$ cat src/rtl/ds_dac_pkg.sv
// Shared types and constants for the multi-channel delta-sigma PDM DAC.
package ds_dac_pkg;

  // Noise-shaping order selected at frame boundaries.
  typedef enum logic {
    DS_ORD1 = 1'b0,
    DS_ORD2 = 1'b1
  } ds_order_e;

  // Second-order input is limited to 7/8 of full scale to keep the loop stable.
  localparam int CLAMP_NUM = 7;
  localparam int CLAMP_DEN = 8;

  // Full-scale magnitude of a signed w-bit sample: 2**(w-1).
  function automatic int fs(input int w);
    return 32'sd1 <<< (w - 1);
  endfunction

endpackage

$ cat src/rtl/ds_mod_core.sv
// One channel of the delta-sigma modulator: 1st/2nd-order loop with saturating integrators.
module ds_mod_core
  import ds_dac_pkg::*;
#(
  parameter int W  = 16,
  parameter int IW = W + 4
) (
  input  logic                clk,
  input  logic                reset_n,
  input  logic signed [W-1:0] x,
  input  logic                tick,
  input  logic                clear,
  input  ds_order_e           order,
  input  logic                clr_i2,
  output logic                pdm
);

  localparam logic signed [IW-1:0] FS_P   = IW'(fs(W));
  localparam logic signed [IW-1:0] FS_N   = IW'(-fs(W));
  localparam logic signed [IW-1:0] CLP_HI = IW'(fs(W) * CLAMP_NUM / CLAMP_DEN);
  localparam logic signed [IW-1:0] CLP_LO = IW'(-(fs(W) * CLAMP_NUM / CLAMP_DEN));
  localparam logic signed [IW-1:0] SAT_HI = {2'b00, {(IW-2){1'b1}}};
  localparam logic signed [IW-1:0] SAT_LO = {2'b11, {(IW-2){1'b0}}};

  logic signed [IW-1:0] x_ext, x_eff, fb, i1_r, i2_r, i1_nxt, i2_nxt;
  logic                 pdm_nxt;

  // Clamp to the integrator range; all sums are formed in IW bits.
  function automatic logic signed [IW-1:0] sat(input logic signed [IW-1:0] v);
    if (v > SAT_HI) begin
      return SAT_HI;
    end else if (v < SAT_LO) begin
      return SAT_LO;
    end else begin
      return v;
    end
  endfunction

  assign x_ext = {{(IW-W){x[W-1]}}, x};
  assign fb    = pdm ? FS_P : FS_N;

  // Input conditioning: second order sees the input limited to +/-7/8 full scale.
  always_comb begin
    x_eff = x_ext;
    if (order == DS_ORD2) begin
      if (x_ext > CLP_HI) begin
        x_eff = CLP_HI;
      end else if (x_ext < CLP_LO) begin
        x_eff = CLP_LO;
      end else begin
        x_eff = x_ext;
      end
    end else begin
      x_eff = x_ext;
    end
  end

  // Loop update candidates; the quantiser reads the last integrator of the active order.
  always_comb begin
    i1_nxt  = sat(i1_r + x_eff - fb);
    i2_nxt  = sat(i2_r + i1_nxt - fb);
    pdm_nxt = 1'b0;
    if (order == DS_ORD2) begin
      pdm_nxt = ~i2_nxt[IW-1];
    end else begin
      pdm_nxt = ~i1_nxt[IW-1];
    end
  end

  // Integrator and output state; i2 only advances in second order and is dropped on 2->1.
  always_ff @(posedge clk or negedge reset_n) begin
    if (!reset_n) begin
      i1_r <= '0;
      i2_r <= '0;
      pdm  <= 1'b0;
    end else if (clear) begin
      i1_r <= '0;
      i2_r <= '0;
      pdm  <= 1'b0;
    end else begin
      if (tick) begin
        i1_r <= i1_nxt;
        pdm  <= pdm_nxt;
        if (order == DS_ORD2) begin
          i2_r <= i2_nxt;
        end
      end
      if (clr_i2) begin
        i2_r <= '0;
      end
    end
  end

endmodule

$ cat src/rtl/ds_dac_multi.sv
// N-channel PCM-to-PDM delta-sigma DAC with prescaler, framing and a double-buffered sample port.
module ds_dac_multi
  import ds_dac_pkg::*;
#(
  parameter int W   = 16,
  parameter int N   = 2,
  parameter int OSR = 64,
  parameter int DIV = 1,
  parameter int IW  = W + 4
) (
  input  logic           clk,
  input  logic           reset_n,
  input  logic           enable,
  input  logic           order2,
  input  logic [N*W-1:0] pcm_in,
  input  logic           pcm_valid,
  output logic           pcm_ready,
  output logic           underrun,
  input  logic           underrun_clr,
  output logic [N-1:0]   pdm_out
);

  localparam int PW = (DIV > 1) ? $clog2(DIV) : 1;
  localparam int FW = $clog2(OSR);
  localparam logic [PW-1:0] P_LAST = PW'(DIV - 1);
  localparam logic [FW-1:0] F_LAST = FW'(OSR - 1);

  logic [PW-1:0]  pcnt_r;
  logic [FW-1:0]  fcnt_r;
  logic [N*W-1:0] shadow_r, active_r;
  logic           shadow_empty_r, underrun_r;
  ds_order_e      order_r, order_in_s;
  logic           tick_s, boundary_s, accept_s, clr_i2_s;

  assign pcm_ready = shadow_empty_r;
  assign underrun  = underrun_r;

  // Tick/boundary strobes and handshake decode.
  always_comb begin
    tick_s     = enable & (pcnt_r == P_LAST);
    boundary_s = tick_s & (fcnt_r == F_LAST);
    accept_s   = pcm_valid & shadow_empty_r;
    order_in_s = order2 ? DS_ORD2 : DS_ORD1;
    clr_i2_s   = boundary_s & (order_r == DS_ORD2) & (order_in_s == DS_ORD1);
  end

  // Modulator-rate prescaler; held at zero while disabled so restarts are aligned.
  always_ff @(posedge clk or negedge reset_n) begin
    if (!reset_n) begin
      pcnt_r <= '0;
    end else if (!enable || tick_s) begin
      pcnt_r <= '0;
    end else begin
      pcnt_r <= pcnt_r + PW'(1);
    end
  end

  // Frame position in modulator ticks.
  always_ff @(posedge clk or negedge reset_n) begin
    if (!reset_n) begin
      fcnt_r <= '0;
    end else if (!enable) begin
      fcnt_r <= '0;
    end else if (boundary_s) begin
      fcnt_r <= '0;
    end else if (tick_s) begin
      fcnt_r <= fcnt_r + FW'(1);
    end
  end

  // Shadow register: filled by the handshake, emptied when handed to active at a boundary.
  // A frame arriving exactly at a boundary with the shadow empty bypasses it.
  always_ff @(posedge clk or negedge reset_n) begin
    if (!reset_n) begin
      shadow_r       <= '0;
      shadow_empty_r <= 1'b1;
    end else if (accept_s && !boundary_s) begin
      shadow_r       <= pcm_in;
      shadow_empty_r <= 1'b0;
    end else if (boundary_s && !shadow_empty_r) begin
      shadow_empty_r <= 1'b1;
    end
  end

  // Active samples and order latch; both only change at a frame boundary.
  always_ff @(posedge clk or negedge reset_n) begin
    if (!reset_n) begin
      active_r <= '0;
      order_r  <= DS_ORD1;
    end else if (!enable) begin
      active_r <= '0;
    end else if (boundary_s) begin
      order_r <= order_in_s;
      if (!shadow_empty_r) begin
        active_r <= shadow_r;
      end else if (accept_s) begin
        active_r <= pcm_in;
      end
    end
  end

  // Sticky underrun flag; a new underrun outranks a same-cycle clear.
  always_ff @(posedge clk or negedge reset_n) begin
    if (!reset_n) begin
      underrun_r <= 1'b0;
    end else if (boundary_s && shadow_empty_r && !accept_s) begin
      underrun_r <= 1'b1;
    end else if (underrun_clr) begin
      underrun_r <= 1'b0;
    end
  end

  for (genvar c = 0; c < N; c++) begin : g_ch
    ds_mod_core #(.W(W), .IW(IW)) u_core (
      .clk    (clk),
      .reset_n(reset_n),
      .x      (active_r[c*W +: W]),
      .tick   (tick_s),
      .clear  (~enable),
      .order  (order_r),
      .clr_i2 (clr_i2_s),
      .pdm    (pdm_out[c])
    );
  end

endmodule

$ cat config.mk
export PLATFORM = sky130hd
export DESIGN_NAME = ds_dac_multi
export DESIGN_NICKNAME = d
export VERILOG_FILES = /design/src/rtl/ds_dac_pkg.sv /design/src/rtl/ds_mod_core.sv /design/src/rtl/ds_dac_multi.sv
export SDC_FILE = /design/constraint.sdc
export NUM_CORES = 1
export LEC_CHECK = 0
export CORE_MARGIN = 2
export CORE_UTILIZATION = 45
export DETAILED_ROUTE_END_ITERATION = 10
export DONT_BUFFER_PORTS = 1
export GPL_ROUTABILITY_DRIVEN = 0
export HOLD_SLACK_MARGIN = 0.1
export SYNTH_ARGS = -nofsm -noshare
export SYNTH_HDL_FRONTEND = slang
export SYNTH_HIERARCHICAL = 1
export SYNTH_SLANG_ARGS = --single-unit
$ cat constraint.sdc
create_clock -name clk -period 14.8 [get_ports clk]
set_clock_uncertainty 0.05 [all_clocks]
set_input_delay 2.96 -clock clk [delete_from_list [all_inputs] [get_ports clk]]
set_output_delay 2.96 -clock clk [all_outputs]
set_load 0.05 [all_outputs]
==> results of run 1 <==
-- cells in the final DEF (no fill, tap or decap), drive strengths merged, types with 9 or more instances in the layout --
cell	n
clkbuf	17
mux2i	68
a32oi	10
mux2	33
o211ai	16
a31oi	12
nor2	99
o311ai	12
nand2b	22
a211oi	37
o221ai	9
nor4	11
nor3	29
xor2	30
ha	141
xnor2	39
inv	233
a21o	23
maj3	24
nand3	43
or3	15
a22oi	11
fa	12
o31ai	11
dfrtp	155
buf	9
o21ai	52
a41oi	11
a21oi	106
and2	10
o21a	19
nand2	166
nand4	18
-- worst paths after layout --
kind | startpoint | cells past startpoint | endpoint | slack (ns)
max | active_r[7] | 29 | g_ch[0].u_core/i2_r[9] | 6.20
min | g_ch[0].u_core/i2_r[7] | 2 | g_ch[0].u_core/i2_r[7] | 0.44
max reg2reg | active_r[7] | 29 | g_ch[0].u_core/i2_r[9] | 6.20
min reg2reg | g_ch[0].u_core/i2_r[7] | 2 | g_ch[0].u_core/i2_r[7] | 0.44
max in group asynchronous | reset_n | 0 | pcm_ready | 12.20
min in group asynchronous | reset_n | 0 | g_ch[1].u_core/i2_r[16] | 2.17
-- per-stage QoR --
step / cells / hold slack (ns) / utilization [%] / worst slack (ns)
after global placement: 1968 / 0.421 / 46.1 / 6.28
after detailed placement: 1968 / 0.426 / 46.1 / 6.21
after CTS: 2000 / 0.443 / 48.0 / 6.19
final: 2000 / 0.436 / 48.0 / 6.20
after floorplan: 1628 / 0.399 / - / 8.29
after global routing: 2000 / 0.466 / 48.0 / 5.43
-- routing by layer --
metal / vias to the layer above / track usage (%)
met1: 5551 / 28.7
li1: 5625 / -
met4: 0 / 5.34
met5: - / 0
met2: 200 / 35.7
met3: 36 / 2.64
-- final cells by class --
cell class / instances / area [µm²] / share of cell area [%]
multi-input combinational: 1175 / 9210 / 60.7
clock inverter: 15 / 199 / 1.31
sequential: 156 / 3910 / 25.8
clock buffer: 17 / 425 / 2.81
tap: 402 / 503 / 3.32
inverter: 226 / 851 / 5.61
timing repair buffer: 9 / 67.6 / 0.446
-- registers in the layout, indices dropped and copies added, names as in the netlist --
name,cells
active_r,32
fcnt_r,6
g_ch.u_core/i1_r,40
g_ch.u_core/i2_r,40
g_ch.u_core/pdm,2
order_r,1
pcm_ready,1
pcnt_r,1
shadow_r,32
underrun,1
-- cell usage after synthesis (10+ instances only) --
| cell | count | area share, % |
|---|---|---|
| nor4_1 | 11 | 0.48 |
| maj3_1 | 10 | 0.70 |
| o21ai_1 | 18 | 0.63 |
| a31oi_1 | 11 | 0.48 |
| buf_2 | 17 | 0.59 |
| maj3_2 | 14 | 1.1 |
| a21oi_1 | 97 | 3.4 |
| clkbuf_1 | 33 | 0.86 |
| fa_1 | 12 | 1.7 |
| nor3_1 | 25 | 0.87 |
| inv_1 | 223 | 5.8 |
| mux2i_1 | 68 | 4.7 |
| buf_6 | 15 | 1.2 |
| nand3_1 | 41 | 1.4 |
| o211ai_1 | 10 | 0.52 |
| o21ai_0 | 32 | 1.1 |
| or3_1 | 14 | 0.61 |
| a21o_1 | 22 | 1.1 |
| xnor2_1 | 37 | 2.3 |
| a22oi_1 | 11 | 0.57 |
| mux2_4 | 30 | 3.1 |
| a32oi_1 | 10 | 0.61 |
| and2_1 | 10 | 0.43 |
| a41oi_1 | 10 | 0.61 |
| nand2b_1 | 20 | 0.87 |
| dfrtp_1 | 155 | 27 |
| nand2_1 | 163 | 4.3 |
| ha_1 | 141 | 12 |
| a211oi_1 | 31 | 1.6 |
| nor2_1 | 94 | 2.5 |
| xor2_1 | 29 | 1.8 |
| o21a_1 | 18 | 0.94 |
| nand4_1 | 15 | 0.65 |
-- worst max-delay path, delay by kind of cell, from the launching register on --
family          cells  cell delay (ns)
buf+inv             3             0.21
simple gates        9             2.50
flops               1             0.39
compound gates     11             2.59
xor+xnor            2             1.33
fa+ha+maj           4             1.38
-- cells by family (layout without fill, tap and decap cells) --
| group | Yosys count | count (layout) | synth area share, % |
|---|---|---|---|
| and+or+nand+nor | 445 | 445 | 15.5 |
| AOI/OAI and AO/OA | 382 | 382 | 20.0 |
| buffers and inverters | 297 | 267 | 9.11 |
| adders and majority gates | 177 | 177 | 15.7 |
| DFF | 156 | 156 | 27.1 |
| muxes | 101 | 101 | 8.09 |
| xor gates and xnor gates | 69 | 69 | 4.43 |
| other | 1 | 1 | 0.0261 |
==> out/metrics.yaml, run 1 <==
synth:
  synthesis.instances: 1628
  ys_ff_latch: 156
  synth_edf_count: 0
  synth_area_per_cell_um2: 8.84
  synth_nets: 1819
  yosys_warnings: 6
  yosysSeqAreaShare_pct: 27.1
  synthesis.area_mm2: 0.0144
  netlist-cell-type-count: 104
  async_flop_share_pct: 100
  synth_flop_cell: "dfrtp_1"
timing:
  worst_pin_slew_ns: 1.35
  setup_viol: 0
  fin_crit_sh_pct: 58.1
  setup-tns-final_ns: 0
  slew_viol_final: 0
  hold_viol_final: 0
  fmax_mhz: 116
  relSlewSlack_pct: 9.47
  period_needed_ns: 8.60
  rsz0062_at_grt: "no"
detailed_routing:
  ant_nets: 0
  vias: 11400
  wl_per_cell_um: 17.2
  wl_met1_mm: 16.2
  drt_iter0_drc: 744
  vias_per_cell: 5.71
  drc: 0
  wl_met2_mm: 16.6
  drtPass1Iterations: 5
  top_layer: "met4"
  dr_wl_met3_mm: 1.02
  wl_mm: 34.4
finish:
  final_area_mm2: 0.0152
  drive_above_1_share_pct: 10.6
  nets: 1776
  area_growth_syn_to_layout_pct: 5.31
  antennaDiodeCount: 0
  fill_cells: 3043
hold_path:
  min_path_type: "reg -> reg"
status:
  status: "complete, no violations"
critical_path:
  crit_path_end_kind: "flop"
  crit_path_max_incr_delay_ns: 1.05
  cp_max_fo: 13
  cp.required_ns: 15.04
  worstSetupPathType: "reg -> reg"
  start_kind: "flop"
  slowest_stage: "xnor2_1"
  arrival_ns: 8.84
  cpMostUsedCell: "a21oi_1"
run:
  cap_violations: 0
global_route:
  overflow: 0
  grt_pass1_vias: 11000
  grt_antenna_before_repair: 0
  track_usage_pct: 21.1
  grt_pass1_wl_mm: 57.0
  grt_max_degree: 157
clock_network:
  clk_latency_ns: 0.44
  cts_setup_buffers: 0
  clock-sinks: 156
  numCtsBuffers: 17
  clock_path_buffers: 2
  cts.repair.resized: 0
  cts.clk_slew.worst_paths_ns: 0.08
  hold_buffers: 0
  cts-root-buf: "clkbuf_16"
  h-tree-depth: 4
  tritoncts: "built"
floorplanning:
  die_w_um: 183
  fp-row-count: 65
  die-area_mm2: 0.0334
  start_util_pct: 45.6
  die_height_um: 183
  ios: 42
  coreArea_mm2: 0.0316
placed_design:
  port_buffers: 0
  hpwl_mm: 25.1
  placed_area_mm2: 0.0145
Power of run 1 is left out: the tool's default activity adds up to more than one toggle a clock period on the data nets, which glitch-free logic cannot reach.
==> run 2, diff against run 1 <==
==> constraint.sdc (replaced) <==
create_clock -name clk -period 7.3 [get_ports clk]
set_clock_uncertainty 0.05 [all_clocks]
set_input_delay 1.46 -clock clk [delete_from_list [all_inputs] [get_ports clk]]
set_output_delay 1.46 -clock clk [all_outputs]
set_load 0.05 [all_outputs]
==> run 2 against run 1 <==
Effect of this change:
- wire length is 2.7% higher
- core utilization is 2.3 points higher
- count of clock-buffer cells in the layout stayed put
- maximum frequency is 24% higher
- sequential share of layout area is 1.2 points lower
- non-clock buffer count is 98 higher
- flip-flop and latch count stayed put
- cell count is 4.9% higher
- worst setup slack worse by 5.8 ns
- register-to-register slack worse by 5.8 ns
- critical endpoint is now g_ch[1].u_core/i2_r[7]
==> out/metrics.yaml, run 2 (synthesis gave the netlist of run 1 again) <==
status:
  status: "complete, no violations"
finish:
  drive_above_1_share_pct: 15.8  # +5.2 points
  multi_input_area_mm2: 0.00922  # about the same
  final_area_mm2: 0.0159  # +4.8%
  fill_cells: 2985  # -1.9%
  final_cell_mix: "inv_1 (223), nand2_1 (163), dfrtp_1 (155), ha_1 (141), buf_4 (106)"
  area_growth_syn_to_layout_pct: 10.4
  nets: 1874  # +5.5%
  layout_commonest_cell: "inv_1"
  regArea_mm2: 0.00391  # unchanged
  antennaDiodeCount: 0  # unchanged
  top_regs: "g_ch.u_core/i1_r (40), g_ch.u_core/i2_r (40)"
clock_network:
  cts-root-buf: "clkbuf_16"
  cts.clk_slew.worst_paths_ns: 0.08  # about the same
  clock-sinks: 156  # unchanged
  h-tree-depth: 4  # unchanged
  cts.repair.resized: 0  # unchanged
  tritoncts: "built"
  hold_buffers: 0  # unchanged
  clk_latency_ns: 0.44  # about the same
  numCtsBuffers: 17  # unchanged
  clock_path_buffers: 2  # unchanged
  cts_setup_buffers: 0  # unchanged
detailed_routing:
  wl_mm: 35.4  # +2.7%
  vias: 11700  # +2.4%
  ant_nets: 0  # unchanged
  drt_iter0_drc: 613  # -18%
  drc: 0  # unchanged
  drtPass1Iterations: 5  # unchanged
  wl_per_cell_um: 16.9  # -2.1%
  vias_per_cell: 5.57  # -2.4%
critical_path:
  cp.required_ns: 7.61  # -7.43 ns
  r2r_cells: 28  # -3.4%
  cpMostUsedCell: "buf_4"
  cp_max_fo: 15  # +2
  crit_path_end_kind: "flop"
  worstSetupPathType: "reg -> reg"
  arrival_ns: 7.23  # -1.61 ns
  slowest_stage: "fa_1"
  crit_path_max_incr_delay_ns: 0.48  # -0.57 ns
  start_kind: "flop"
timing:
  relSlewSlack_pct: 33.8  # +24 points
  period_needed_ns: 6.93  # -1.67 ns
  setup-tns-final_ns: 0  # unchanged
  slew_viol_final: 0  # unchanged
  worst_pin_slew_ns: 0.993  # -0.355 ns
  hold_viol_final: 0  # unchanged
  fin_crit_sh_pct: 94.9  # +37 points
  rsz0062_at_grt: "no"
  fmax_mhz: 144  # +24%
  setup_viol: 0  # unchanged
placed_design:
  hpwl_mm: 26.5  # +5.6%
  placed_area_mm2: 0.0153  # +5.1%
  port_buffers: 0  # unchanged
global_route:
  grt_pass1_vias: 11600  # +5.4%
  overflow: 0  # unchanged
  track_usage_pct: 21.7  # +0.56 points
  grt_pass1_wl_mm: 58.6  # +2.7%
  grt_max_degree: 157  # unchanged
  grt_antenna_before_repair: 1  # +1
floorplanning:
  start_util_pct: 45.6  # unchanged
  die_height_um: 183  # unchanged
  ios: 42  # unchanged
  die_w_um: 183  # unchanged
  coreArea_mm2: 0.0316  # unchanged
  fp-row-count: 65  # unchanged
  die-area_mm2: 0.0334  # unchanged
run:
  cap_violations: 0  # unchanged
hold_path:
  min_path_type: "reg -> reg"
  hold_depth: 2  # unchanged
[run 2: cell types whose count changed in the layout (fill, tap and decap cells not counted), moves of 2 or more]
cell / delta
clkinv_8: +5
inv_8: +2
bufinv_16: -3
buf_4: +97
inv_6: -4
[run 2: through the flow]
| step | utilization (%) | hold slack (ns) | setup slack, ns | std cells |
|---|---|---|---|---|
| after floorplan | - | 0.399 | 0.785 | 1628 |
| after global placement | 48.4 | 0.417 | 0.457 | 2066 |
| after CTS | 50.3 | 0.438 | 0.327 | 2098 |
| final | 50.4 | 0.439 | 0.371 | 2098 |
| after detailed placement | 48.4 | 0.422 | 0.373 | 2066 |
| after global routing | 50.4 | 0.466 | 0.00428 | 2098 |
[run 2: metal layers]
| metal | share of wire (%) | vias to the layer above | track usage, % |
|---|---|---|---|
| met4 | 2.6 | 2 | 7.33 |
| li1 | - | 5828 | - |
| met5 | 0.051 | - | 0 |
| met3 | 3.7 | 62 | 3.57 |
| met2 | 48 | 183 | 37.0 |
| met1 | 46 | 5610 | 27.9 |
[run 2: worst max-delay path, delay by kind of cell (launching register included)]
family,cells,cell delay (ns)
AO/OA/AOI/OAI,7,1.12
flip-flops,1,0.40
AND/OR/NAND/NOR,10,2.52
adder cells (fa/ha/maj),5,1.81
buffers and inverters,6,0.91
[run 2: layout make-up]
cell class	instances	area share [%]
sequential	156	24.6
tap	402	3.16
multi-input combinational	1175	58.0
timing repair buffer	107	5.13
inverter	226	5.35
clock buffer	17	2.68
clock inverter	15	1.11
[run 2: final timing paths]
kind | start | endpoint | slack [ns]
min | g_ch[1].u_core/i2_r[2] | g_ch[1].u_core/i2_r[2] | 0.44
min in group asynchronous | reset_n | g_ch[1].u_core/i2_r[14] | 0.65
max reg2reg | active_r[23] | g_ch[1].u_core/i2_r[7] | 0.37
max | active_r[23] | g_ch[1].u_core/i2_r[7] | 0.37
max in group asynchronous | reset_n | pcm_ready | 6.18
min reg2reg | g_ch[1].u_core/i2_r[2] | g_ch[1].u_core/i2_r[2] | 0.44
Power of run 2 is left out for the same reason.
